**src/rtl/barrel_pkg.sv**
```systemverilog
// barrel_pkg: shared FSM encoding and modulo-PORT rotation helpers for barrel_rot_ctrl
package barrel_pkg;
  typedef enum logic {IDLE, ACTIVE} state_t;
  // inputs are always < 2*port, so one conditional subtract is a full reduction
  function automatic int unsigned rot_reduce(input int unsigned v, input int unsigned port);
    return v >= port ? v - port : v;
  endfunction
  function automatic int unsigned rot_add(input int unsigned a, input int unsigned b, input int unsigned port);
    return rot_reduce(a + b, port);
  endfunction
endpackage

```
**src/rtl/barrel_skid_buf.sv**
```systemverilog
// barrel_skid_buf: 2-entry valid/ready register slice with registered in_ready
module barrel_skid_buf #(
  parameter int DW = 8
) (
  input  logic          clk,
  input  logic          rst,
  input  logic          in_valid,
  output logic          in_ready,
  input  logic [DW-1:0] in_data,
  output logic          out_valid,
  input  logic          out_ready,
  output logic [DW-1:0] out_data
);
  logic [DW-1:0] skid_data;
  logic push;
  assign push = in_valid && in_ready;
  // in_ready low means the skid entry holds a beat
  always_ff @(posedge clk) begin
    if (rst) begin
      in_ready  <= 1'b1;
      out_valid <= 1'b0;
      out_data  <= '0;
      skid_data <= '0;
    end else if (!out_valid || out_ready) begin
      if (!in_ready) begin
        out_valid <= 1'b1;
        out_data  <= skid_data;
        in_ready  <= 1'b1;
      end else begin
        out_valid <= push;
        if (push) out_data <= in_data;
      end
    end else if (push) begin
      skid_data <= in_data;
      in_ready  <= 1'b0;
    end
  end
endmodule

```
**src/rtl/barrel_rot_ctrl.sv**
```systemverilog
// barrel_rot_ctrl: per-beat rotation amount generator for barrel_shifter with skid-buffered output
module barrel_rot_ctrl
  import barrel_pkg::*;
#(
  parameter int unsigned WIDTH     = 8,
  parameter int unsigned PORT      = 8,
  parameter int unsigned SHIFT     = $clog2(PORT),
  parameter int unsigned WIDE      = WIDTH * PORT,
  parameter int unsigned MAX_BEATS = 16
) (
  input  logic             clk,
  input  logic             rst,
  input  logic [SHIFT-1:0] cfg_offset,
  input  logic [SHIFT-1:0] cfg_step,
  input  logic             in_valid,
  output logic             in_ready,
  input  logic [WIDE-1:0]  in_data,
  input  logic             in_last,
  output logic             out_valid,
  input  logic             out_ready,
  output logic [WIDE-1:0]  out_data,
  output logic [SHIFT-1:0] out_select,
  output logic             out_last,
  output logic             err_overlong
);
  localparam int CW = $clog2(MAX_BEATS + 1);
  localparam int DW = WIDE + SHIFT + 1;
  state_t state;
  logic [SHIFT-1:0] cur, step_r, sel;
  logic [CW-1:0] beat_cnt, cnt_next;
  logic push, forced, term;
  logic [DW-1:0] buf_out;
  assign push = in_valid && in_ready;
  always_comb begin
    sel      = state == IDLE ? SHIFT'(rot_reduce(32'(cfg_offset), PORT))
                             : SHIFT'(rot_add(32'(cur), 32'(step_r), PORT));
    cnt_next = state == IDLE ? CW'(1) : beat_cnt + CW'(1);
    forced   = cnt_next == CW'(MAX_BEATS);
    term     = in_last || forced;
  end
  always_ff @(posedge clk) begin
    if (rst) begin
      state        <= IDLE;
      cur          <= '0;
      step_r       <= '0;
      beat_cnt     <= '0;
      err_overlong <= 1'b0;
    end else if (push) begin
      cur      <= sel;
      beat_cnt <= cnt_next;
      state    <= term ? IDLE : ACTIVE;
      if (state == IDLE) step_r <= SHIFT'(rot_reduce(32'(cfg_step), PORT));
      if (forced && !in_last) err_overlong <= 1'b1;
    end
  end
  barrel_skid_buf #(.DW(DW)) u_skid (
    .clk       (clk),
    .rst       (rst),
    .in_valid  (in_valid),
    .in_ready  (in_ready),
    .in_data   ({in_data, sel, term}),
    .out_valid (out_valid),
    .out_ready (out_ready),
    .out_data  (buf_out)
  );
  assign {out_data, out_select, out_last} = buf_out;
endmodule
```
**config.mk**
```make
export PLATFORM = sky130hd
export DESIGN_NAME = barrel_rot_ctrl
export DESIGN_NICKNAME = d
export VERILOG_FILES = /design/src/rtl/barrel_pkg.sv /design/src/rtl/barrel_skid_buf.sv /design/src/rtl/barrel_rot_ctrl.sv
export SDC_FILE = /design/constraint.sdc
export NUM_CORES = 1
export LEC_CHECK = 0
export CORE_MARGIN = 2
export CORE_UTILIZATION = 45
export DETAILED_ROUTE_END_ITERATION = 10
export PLACE_DENSITY = 0.73
export RECOVER_POWER = 25
export SLEW_MARGIN = 20
export SYNTH_ARGS = -nofsm -noshare
export SYNTH_HDL_FRONTEND = slang
export SYNTH_SLANG_ARGS = --single-unit
```
**constraint.sdc**
```tcl
create_clock -name clk -period 2.4 [get_ports clk]
set_input_delay 0.36 -clock clk [delete_from_list [all_inputs] [get_ports clk]]
set_output_delay 0.36 -clock clk [all_outputs]
set_load 0.01 [all_outputs]
```
==> results of run 1 <==
[worst max-delay path, stage by stage]
cell,delay [ps]
clkbuf_2,890
clkbuf_2,860
a211oi_1,100
[sequential cells by signal, indices dropped and copies added (netlist names)]
name / flops
cur: 3
u_skid.out_data: 68
u_skid.skid_data: 68
step_r: 3
beat_cnt: 5
state: 1
u_skid.out_valid: 1
u_skid.in_ready: 1
err_overlong: 1
[Yosys cell counts (3+ instances only)]
cell       instances  area, µm²
nor3_1             3       15.0
inv_1              3       11.3
o21ai_1            3       15.0
mux2i_1           67        671
xnor2_1            3       26.3
nand3_1            3       15.0
buf_4              3       22.5
a21oi_1           78        390
buf_2             29        145
a2111oi_0          3       26.3
clkbuf_1          21       78.8
dfxtp_1          151       3020
o21ai_0            4       20.0
nand2_1          137        514
a211oi_1          69        518
nor2_1            80        300
[report_power, final]
group,internal [mW],switching (mW)
logic,0.418,0.371
registers,2.65,0.0807
clock network,1.55,0.976
[per-layer routing]
layer / part of all wire, % / track usage (%)
met1: 44 / 24.8
met2: 49 / 34.7
met3: 5.6 / 5.66
met4: 2.1 / 8.90
met5: 0 / 0
[per-stage QoR]
step / util [%] / area (µm²) / setup WS (ps) / power (mW) / instances
4_1_cts: 62.2 / 8170 / 549 / 6.11 / 999
2_1_floorplan: - / 6030 / 682 / 3.15 / 687
3_3_place_gp: 57.8 / 7600 / 469 / 3.55 / 967
3_5_place_dp: 57.8 / 7600 / 389 / 3.57 / 967
5_1_grt: 62.1 / 8160 / 230 / 6.31 / 999
6_report: 62.1 / 8160 / 411 / 6.05 / 999
[logic make-up after synthesis]
logic type	count (synthesis)	synth area share [%]
xor gates and xnor gates	4	0.581
DFF	151	50.1
AOI/OAI and AO/OA	164	17.0
muxes	67	11.1
buffers and inverters	59	4.46
adders and majority gates	3	0.747
and+or+nand+nor	239	15.9
[final timing paths]
path | startpoint | end | depth (start not counted) | slack [ps]
hold reg to reg | u_skid.skid_data[11] | u_skid.skid_data[11] | 2 | 450
hold / removal | u_skid.skid_data[11] | u_skid.skid_data[11] | 2 | 450
setup / recovery | rst | u_skid.out_data[54] | 3 | 410
setup reg to reg | cur[0] | u_skid.out_data[3] | 6 | 530
[cell type report]
type | count | area share (%)
Inverter | 4 | 0.184
Multi-Input combinational cell | 477 | 33.6
Tap cell | 176 | 2.70
Clock buffer | 24 | 6.15
Clock inverter | 8 | 0.844
Timing Repair Buffer | 159 | 19.4
Sequential cell | 151 | 37.1
==> flow_summary_export.csv, run 1 <==
group,metric,value,unit
global_routing,grt.overflow.total,0,
power_and_ir_drop,leakage,3.34,nW
final_layout,final_common_cell,"dfxtp_1",
yosys,netlist_instances,687,
timing,max_freq,503,MHz
timing,finalSetupTns,0,ps
floorplan,rows,42,
yosys,synth_edf_count,0,
critical_path,timing_worst_setup_path_type,"in2reg",
clocking,postCtsHoldBufs,0,
final_layout,register_area,3030,µm²
clocking,cts_root_buffer,"clkbuf_16",
drt,vias,5211,
timing,rsz0062_at_grt,"false",
clocking,htreeDepth,4,
drt,drt-vias-per-instance,5.22,
placed_design,gp_congestion,0.804,
yosys,ys_types,39,
drt,antenna_left,0,
status,status,"complete, no violations",
drt,drt-pass1-iter-count,4,
clocking,post-cts-setup-buffers,0,
floorplan,core_area,13100,µm²
global_routing,grt_pass1_vias,5065,
global_routing,grt_use_total,20.7,%
global_routing,grt_pass1_wl,23.7,mm
final_layout,multiInputGateArea,2740,µm²
yosys,synth_fp_nets,765,
final_layout,drive_gt1_share,6.20,%
clocking,clk_pin_slew,60,ps
yosys,yosys_warnings,0,
drt,drc,0,
critical_path,required,2650,ps
drt,routedWlPerCell,14.4,µm
clocking,clock_latency,410,ps
floorplan,ios,146,
timing,finalClockSkew,6.28,ps
floorplan,fp.dieArea,14300,µm²
critical_path,start_kind,"input port",
timing,slew_violations,0,
power_and_ir_drop,vdd_drop_max,0.000380,V
final_layout,nets,888,
timing,relSlewSlack,17.7,%
floorplan,start_util,45.9,%
timing,finalCriticalPeriod,1990,ps
hold_path,hp-class,"reg2reg",
yosys,avgSynthCellArea,8.77,µm²
timing,finalHoldViolations,0,
final_layout,syn_to_final_growth,35.3,%
drt,drt_iter0_markers,311,
timing,fin_crit_sh,82.9,%
yosys,synthArstFlopShare,0,%
clocking,ctsResizeCount,0,
critical_path,arrival,2240,ps
clocking,cts_tree,"done",
global_routing,grt_max_degree,84,
floorplan,die_y,120,µm
job,drv_cap,0,
placed_design,portBuffers,145,
drt,wirelength,14.4,mm
clocking,cts_sinks,151,
yosys,synth_seq_area_share,50.1,%
yosys,ys.flop_type,"dfxtp_1",
clocking,cts_buffers,17,
critical_path,crit_path_max_fanout,60,
placed_design,dpl.hpwl,9.54,mm
global_routing,antenna_found_initial,0,
timing,holdWs,453,ps
final_layout,mostFrequentLayoutCells,"150 x dfxtp_1, 143 x clkdlybuf4s50_1, 138 x nand2_1",
power_and_ir_drop,powerDensity,741,nW/µm²
final_layout,filler_cell_count,1142,
floorplan,die_width,120,µm
final_layout,diodes,0,
critical_path,critPathCaptureType,"register",
timing,worst_slew_pin_slew,1230,ps
yosys,netlist_area,6030,µm²
clocking,cts.path.max_buffers,2,
timing,setup_viol,0,
yosys,ys_ff_latch,151,
No activity file was read; power rests on OpenSTA's default activity.
==> run 2: changes to the inputs <==
--- a/config.mk
+++ b/config.mk
@@ -8,7 +8,7 @@
 export CORE_MARGIN = 2
 export CORE_UTILIZATION = 45
 export DETAILED_ROUTE_END_ITERATION = 10
-export PLACE_DENSITY = 0.73
+export PLACE_DENSITY = 0.76
 export RECOVER_POWER = 25
 export SLEW_MARGIN = 20
 export SYNTH_ARGS = -nofsm -noshare
==> constraint.sdc (replaced) <==
create_clock -name clk -period 1.7 [get_ports clk]
set_input_delay 0.255 -clock clk [delete_from_list [all_inputs] [get_ports clk]]
set_output_delay 0.255 -clock clk [all_outputs]
set_load 0.01 [all_outputs]
==> flow_summary_export.csv, run 2 (synthesis gave the netlist of run 1 again) <==
group,metric,value,unit
global_routing,grt_pass1_vias,5057,
final_layout,final_common_cell,"dfxtp_1",
clocking,cts_buffers,17,
final_layout,finalNonFillerCells,1007,
hold_path,hold_start,"rst",
global_routing,grtUsageMet3,6.56,%
timing,slew_violations,0,
global_routing,grt.overflow.total,0,
floorplan,fp.dieArea,14300,µm²
status,status,"complete, no violations",
final_layout,syn_to_final_growth,39.1,%
critical_path,regToRegSetupSlack,30,ps
timing,finalClockSkew,10.2,ps
timing,setup_viol,0,
floorplan,ios,146,
power_and_ir_drop,leakage,3.42,nW
hold_path,hp-class,"in2reg",
clocking,cts.path.max_buffers,2,
global_routing,grtUsageMet2,33.5,%
timing,fin_crit_sh,98.1,%
timing,max_freq,600,MHz
final_layout,final_area,8380,µm²
floorplan,rows,42,
drt,antenna_left,0,
placed_design,dpl.hpwl,9.46,mm
critical_path,critPathCaptureType,"register",
final_layout,nets,896,
timing,relSlewSlack,70.6,%
final_layout,finish.utilization,63.8,%
clocking,postCtsHoldBufs,0,
clocking,htreeDepth,4,
timing,rsz0062_at_grt,"true",
global_routing,grt_use_total,20.4,%
hold_path,min_to,"u_skid.out_data[2]",
drt,drt_iter0_markers,404,
floorplan,start_util,45.9,%
clocking,post-cts-setup-buffers,0,
critical_path,crit_path_max_fanout,2,
final_layout,diodes,0,
timing,setup_slack,32.7,ps
critical_path,r2r_start,"cur[0]",
critical_path,required,1990,ps
clocking,clock_latency,420,ps
job,drv_cap,0,
clocking,cts_tree,"done",
placed_design,dp_slack,-132,ps
floorplan,die_y,120,µm
timing,worst_slew_pin_slew,442,ps
placed_design,portBuffers,145,
global_routing,grt.met1_usage,24.8,%
global_routing,antenna_found_initial,0,
global_routing,grt_pass1_wl,23.4,mm
drt,wirelength,14.2,mm
global_routing,grt_max_degree,66,
clocking,clk_pin_slew,60,ps
drt,vias,5166,
critical_path,arrival,1960,ps
timing,finalCriticalPeriod,1670,ps
floorplan,core_area,13100,µm²
critical_path,timing.rr.end,"u_skid.out_data[3]",
placed_design,dp_cells,975,
final_layout,reg_top3,"u_skid.out_data x68, u_skid.skid_data x68, beat_cnt x5",
clocking,cts_root_buffer,"clkbuf_16",
placed_design,place_area,7720,µm²
critical_path,r2r_cells,6,
placed_design,gp_congestion,0.808,
drt,drt-vias-per-instance,5.13,
power_and_ir_drop,vdd_drop_max,0.000603,V
drt,drt-pass1-iter-count,5,
hold_path,hold_path_depth,2,
floorplan,die_width,120,µm
drt,routedWlPerCell,14.1,µm
final_layout,drive_gt1_share,8.54,%
global_routing,grt.busiest_layer,"met2",
clocking,cts_sinks,151,
critical_path,start_kind,"register",
drt,drc,0,
timing,finalHoldViolations,0,
critical_path,timing_worst_setup_path_type,"reg2reg",
power_and_ir_drop,powerDensity,1040,nW/µm²
power_and_ir_drop,p_total,8.72,mW
final_layout,mostFrequentLayoutCells,"147 x dfxtp_1, 143 x clkdlybuf4s50_1, 137 x nand2_1",
-- run 2: through the flow --
step / hold slack (ps) / setup TNS, ps
floorplan: 359 / 0
global placement: 440 / -1270
detailed placement: 446 / -5550
CTS: 175 / -46.0
global route: 184 / -127
finish: 177 / 0
-- run 2: worst max-delay path by stage --
stage              from                  end  slack (ps)  cells past startpoint
3_5_place_dp   in_valid  u_skid.out_data[59]        -130                      6
5_1_grt          cur[0]   u_skid.out_data[2]         -60                      6
4_1_cts          cur[0]   u_skid.out_data[3]         -50                      6
3_3_place_gp     cur[0]   u_skid.out_data[3]         -80                      6
6_report         cur[0]   u_skid.out_data[3]          30                      6
2_1_floorplan    cur[0]   u_skid.out_data[3]          20                      6
-- run 2: final cells by class --
cell class | instances | area, µm²
Inverter | 4 | 15.0
Fill cell | 1080 | 4750
Sequential cell | 151 | 3030
Multi-Input combinational cell | 477 | 2820
Timing Repair Buffer | 167 | 1710
Tap cell | 176 | 220
Clock buffer | 23 | 488
Clock inverter | 9 | 97.6
-- run 2: layer usage --
layer | vias up | part of all wire, %
met3 | 16 | 5.9
met4 | 0 | 1.4
met5 | - | 0
met1 | 2390 | 44
met2 | 129 | 49
li1 | 2631 | -
-- run 2: power by group --
part / internal (mW) / switching, mW / leakage, nW
combinational: 0.634 / 0.541 / 1.89
sequential: 3.74 / 0.110 / 1.24
clock: 2.30 / 1.40 / 0.292
-- run 2: critical path, cell delays in order, from the launching register on --
cell and delay [ps]:
dfxtp_2 330, ha_4 150, fa_2 340, xnor2_2 150, xnor2_2 160, a2111oi_2 300, nor4_1 90
-- run 2: repair_timing --
item | in CTS | in global routing
cloned | 0 | 0
setup endpoints to repair | 3 | 5
gates resized for setup | 4 | 14
pin swaps | 3 | 5
==> run 3: changes to the inputs <==
--- a/config.mk
+++ b/config.mk
@@ -8,6 +8,7 @@
 export CORE_MARGIN = 2
 export CORE_UTILIZATION = 45
 export DETAILED_ROUTE_END_ITERATION = 10
+export GPL_ROUTABILITY_DRIVEN = 0
 export PLACE_DENSITY = 0.76
 export RECOVER_POWER = 25
 export SLEW_MARGIN = 20
==> results of run 3 <==
Final layout, timing and power as in run 2 (identical DEF).
